<file path="src/rtl/trig_rom_arbiter.sv">
// Two-requester round-robin front end for a shared sin/cos ROM.
// Tags ride alongside the ROM latency so each response returns to its owner.
module trig_rom_arbiter #(
    parameter int ANGLE_W = 9,
    parameter int DATA_W  = 11,
    parameter int ROM_LAT = 2
) (
    input  logic               clk,
    input  logic               rst_n,
    input  logic               p_req_valid,
    input  logic [ANGLE_W-1:0] p_req_angle,
    output logic               p_req_ready,
    input  logic               o_req_valid,
    input  logic [ANGLE_W-1:0] o_req_angle,
    output logic               o_req_ready,
    output logic               rom_en,
    output logic [ANGLE_W-1:0] rom_addr,
    input  logic [DATA_W-1:0]  rom_cos,
    input  logic [DATA_W-1:0]  rom_sin,
    output logic               p_resp_valid,
    output logic               o_resp_valid,
    output logic [DATA_W-1:0]  p_cos,
    output logic [DATA_W-1:0]  p_sin,
    output logic [DATA_W-1:0]  o_cos,
    output logic [DATA_W-1:0]  o_sin,
    output logic               busy
);

    localparam logic [ANGLE_W-1:0] DEG_360 = ANGLE_W'(360);

    typedef enum logic {
        REQ_P = 1'b0,
        REQ_O = 1'b1
    } req_id_t;

    req_id_t            last_grant;
    logic               accept;
    req_id_t            sel_id;
    logic [ANGLE_W-1:0] sel_angle;
    logic [ANGLE_W-1:0] norm_angle;
    logic [ANGLE_W-1:0] addr_q;
    logic [ROM_LAT-1:0] tag_v;
    logic [ROM_LAT-1:0] tag_id;
    logic               head_v;
    logic               head_id;

    // Ready is gated by rst_n so nothing is granted while reset is held.
    always_comb begin
        p_req_ready = rst_n & p_req_valid &
                      (~o_req_valid | (last_grant == REQ_O));
        o_req_ready = rst_n & o_req_valid &
                      (~p_req_valid | (last_grant == REQ_P));
        accept      = p_req_ready | o_req_ready;
        sel_id      = o_req_ready ? REQ_O : REQ_P;
        sel_angle   = o_req_ready ? o_req_angle : p_req_angle;
        if (sel_angle >= DEG_360) begin
            norm_angle = sel_angle - DEG_360;
        end else begin
            norm_angle = sel_angle;
        end
        rom_en   = accept;
        rom_addr = accept ? norm_angle : addr_q;
    end

    always_ff @(posedge clk or negedge rst_n) begin
        if (!rst_n) begin
            last_grant <= REQ_O;
            addr_q     <= '0;
        end else if (accept) begin
            last_grant <= sel_id;
            addr_q     <= norm_angle;
        end
    end

    // Tag pipe mirrors the ROM read latency.
    always_ff @(posedge clk or negedge rst_n) begin
        if (!rst_n) begin
            tag_v  <= '0;
            tag_id <= '0;
        end else begin
            tag_v[0]  <= accept;
            tag_id[0] <= sel_id;
            for (int i = 1; i < ROM_LAT; i++) begin
                tag_v[i]  <= tag_v[i-1];
                tag_id[i] <= tag_id[i-1];
            end
        end
    end

    assign head_v  = tag_v[ROM_LAT-1];
    assign head_id = tag_id[ROM_LAT-1];

    always_ff @(posedge clk or negedge rst_n) begin
        if (!rst_n) begin
            p_resp_valid <= 1'b0;
            o_resp_valid <= 1'b0;
            p_cos        <= '0;
            p_sin        <= '0;
            o_cos        <= '0;
            o_sin        <= '0;
        end else begin
            p_resp_valid <= 1'b0;
            o_resp_valid <= 1'b0;
            unique case (1'b1)
                head_v && !head_id: begin
                    p_resp_valid <= 1'b1;
                    p_cos        <= rom_cos;
                    p_sin        <= rom_sin;
                end
                head_v && head_id: begin
                    o_resp_valid <= 1'b1;
                    o_cos        <= rom_cos;
                    o_sin        <= rom_sin;
                end
                default: ;
            endcase
        end
    end

    assign busy = (|tag_v) | p_resp_valid | o_resp_valid;

endmodule

</file>
<file path="config.mk">
export PLATFORM = sky130hd
export DESIGN_NAME = trig_rom_arbiter
export DESIGN_NICKNAME = d
export VERILOG_FILES = /design/src/rtl/trig_rom_arbiter.sv
export SDC_FILE = /design/constraint.sdc
export NUM_CORES = 1
export LEC_CHECK = 0
export ABC_AREA = 1
export CAP_MARGIN = 30
export CORE_MARGIN = 4
export CORE_UTILIZATION = 30
export DETAILED_ROUTE_END_ITERATION = 10
export REMOVE_ABC_BUFFERS = 1
export SLEW_MARGIN = 10
export SYNTH_ARGS = -nofsm -noshare
export SYNTH_HDL_FRONTEND = slang
export SYNTH_SLANG_ARGS = --single-unit
</file>
<file path="constraint.sdc">
create_clock -name clk -period 3.8 [get_ports clk]
set_clock_uncertainty 0.05 [all_clocks]
set_input_delay 0.76 -clock clk [delete_from_list [all_inputs] [get_ports clk]]
set_output_delay 0.76 -clock clk [all_outputs]
set_load 0.005 [all_outputs]
</file>
==> impl_metrics.toml <==
[global_route]
grt_pass1_wl_mm = 10.1
grt_use_total_pct = 13.0
use_met3_pct = 4.49
antenna_found_initial = 0
use_met1_pct = 17.0
grtUsageMet2_pct = 19.5
grt_overflow = 0
grt_pass1_vias = 2154
top_usage_layer = "met2"
grt_max_degree = 59

[timing]
fmax_mhz = 278
final-hold-violation-count = 0
tightestPinTransition_ps = 754
tns_ps = 0
setup_viol = 0
worst_slack_ps = 199
rsz0062_at_grt = "no"
slew_violations = 0
fin_crit_sh_pct = 94.8
period_minus_slack_ps = 3600
max_slew_margin_pct = 49.8

[logic_synthesis]
yosysSeqAreaShare_pct = 59.6
syn_area_um2 = 2520
yosysWarnings = 0
synth_seq_cells = 60
avgSynthCellArea_um2 = 9.03
synth_area_leaders = "dfrtp_1 59%, nand2_1 12%, o21ai_0 8.9%"
yosysTopAreaCellShare_pct = 58.6
synth_top_cell_by_area = "dfrtp_1"
synth.distinct_cells = 23
synth_cells = 279

[critical_path]
r2r_cells = 9
path_class = "in2out"
cp_max_fo = 13
cp_slowest_cell = "clkdlybuf4s50_1"
crit_top_cell = "clkdlybuf4s50_1"
max_stage_delay_ps = 570
worstPathRequired_ps = 2990
setup.worst_path.end_class = "output port"
cp_cell_sequence = "clkdlybuf4s50_1 -> nand2_2 -> nand2_4 -> inv_1 -> nor2_4 -> inv_2 -> a31oi_1 -> clkdlybuf4s50_1"
cp-start-kind = "input port"
r2r_slack_ps = 2080
cp.arrival_ps = 2790

[die]
io_pins = 103
core_um2 = 8180
die_w_um = 99.7
die_y_um = 99.7
initial_core_util_pct = 30.8
num_rows = 33
dieArea_um2 = 9930

[routing]
routedWlPerCell_um = 12.5
ant_nets = 0
drcViolationCount = 0
postRouteWirelength_mm = 6.21
num_vias = 2147
vias_per_cell = 4.33
first_iter_violations = 38
firstDrtPassIters = 4

[power_and_ir_drop]
p_leak_nw = 1.86
intPower_w = 0.00149
power.switching_w = 0.000564
p_seq_share_pct = 42.7
p_sw_share_pct = 27.4
power_w = 0.00206
ir_drop_v = 0.000215
power.density_nw_per_um2 = 533
clkPwrFrac_pct = 26.0
combPwrFrac_pct = 31.3

[finish]
finalInstanceArea_um2 = 3860
finalNetCount = 430
drive_gt1_share_pct = 10.2
area_delta_synth_final_pct = 53.1
multi_input_area_um2 = 811
regArea_um2 = 1500
final.fill_count = 780
antenna_cells = 0

[clocking]
root_buffer = "clkbuf_8"
cts_resized = 0
cts.sinks = 60
insertion_delay_ps = 320
numCtsBuffers = 9
path_clk_slew_ps = 60
cts_tree = "yes"
hold_buffers = 0
htree_levels = 3
clock_path_buffers = 2
postCtsSetupBuffers = 0

[status]
outcome = "finished clean"

[hold_path]
hold_class = "in2async"

[place]
place_congestion = 0.791
placed_area_um2 = 3670
hpwl_mm = 4.49
dp_worst_setup_slack_ps = 137
port_buffers = 102

[flow_run]
cap_violations = 0
## cell usage after synthesis, drive strengths merged
cell type   n
nand3b      4
buf         2
a31oi       4
clkinv      2
dfstp       1
inv        40
o31ai       1
or4         1
dfrtp      59
a21oi       3
nand2      92
nor2        8
nand3       8
clkbuf      8
o21ai      46
## path summary, 6_finish.rpt
check / startpoint / endpoint
min in group clk: tag_id[0] / tag_id[1]
hold reg to reg: tag_id[0] / tag_id[1]
max in group asynchronous: rst_n / tag_v[0]
setup / recovery: p_req_valid / rom_addr[2]
setup reg to reg: last_grant / addr_q[6]
hold / removal: rst_n / addr_q[2]
## flip-flops by register name, summed over array words and instances (netlist names)
name,flops
o_sin,11
p_resp_valid,1
p_cos,11
last_grant,1
addr_q,9
o_cos,11
tag_id,2
p_sin,11
tag_v,2
o_resp_valid,1
## critical path, delay by kind of cell
family	cells	cell delay (ps)
buffers and inverters	4	1330
AND/OR/NAND/NOR	3	490
AO/OA/AOI/OAI	1	210
## per-stage QoR
stage	instances	hold WS (ps)	utilization, %
after floorplan	269	281	-
after global placement	479	283	44.5
after detailed placement	480	295	44.9
after CTS	496	195	47.1
after global routing	496	201	47.2
final	496	214	47.2
## layer usage
metal,vias up,wire (um)
met2,98,2570
met5,-,0
met3,9,546
met4,0,102
met1,956,2990
li1,1084,-
## final cells by class
cell class | instances | area share, %
clock buffers | 11 | 3.41
clock inverters | 5 | 1.36
inverters | 42 | 4.22
multi-input cells | 167 | 21.0
flip-flops and latches | 60 | 39.0
well taps | 105 | 3.41
repair buffers | 106 | 27.6
## power by group through the flow
| stage | clock [W] | sequential (W) | combinational (W) |
|---|---|---|---|
| CTS | 0.000561 | 0.000881 | 0.000654 |
| global placement | 0 | 0.000886 | 0.000641 |
| detailed placement | 0 | 0.000891 | 0.000652 |
| global route | 0.000581 | 0.000899 | 0.000710 |
| floorplan | 0 | 0.000898 | 0.000194 |
| finish | 0.000534 | 0.000879 | 0.000643 |
## logic make-up after synthesis
logic type	count (synthesis)	synth area share [%]
AO/OA/AOI/OAI	54	11.2
AND/OR/NAND/NOR	113	20.8
buffers and inverters	52	8.39
flip-flops	60	59.6
## placed cells by master, fill, tap and decap left out, types with 2 or more instances in the layout
master	instances
buf_4	3
nor2_4	2
nand2_4	5
clkinv_2	3
inv_1	37
dfrtp_1	59
clkbuf_1	2
nand3b_1	4
inv_2	3
nand2_2	7
clkdlybuf4s50_1	101
nand2_1	80
clkbuf_8	9
o21ai_0	45
a21oi_1	3
nand3_1	7
a31oi_1	4
nor2_1	6
Note: power is estimated with default switching activity, not from simulation.
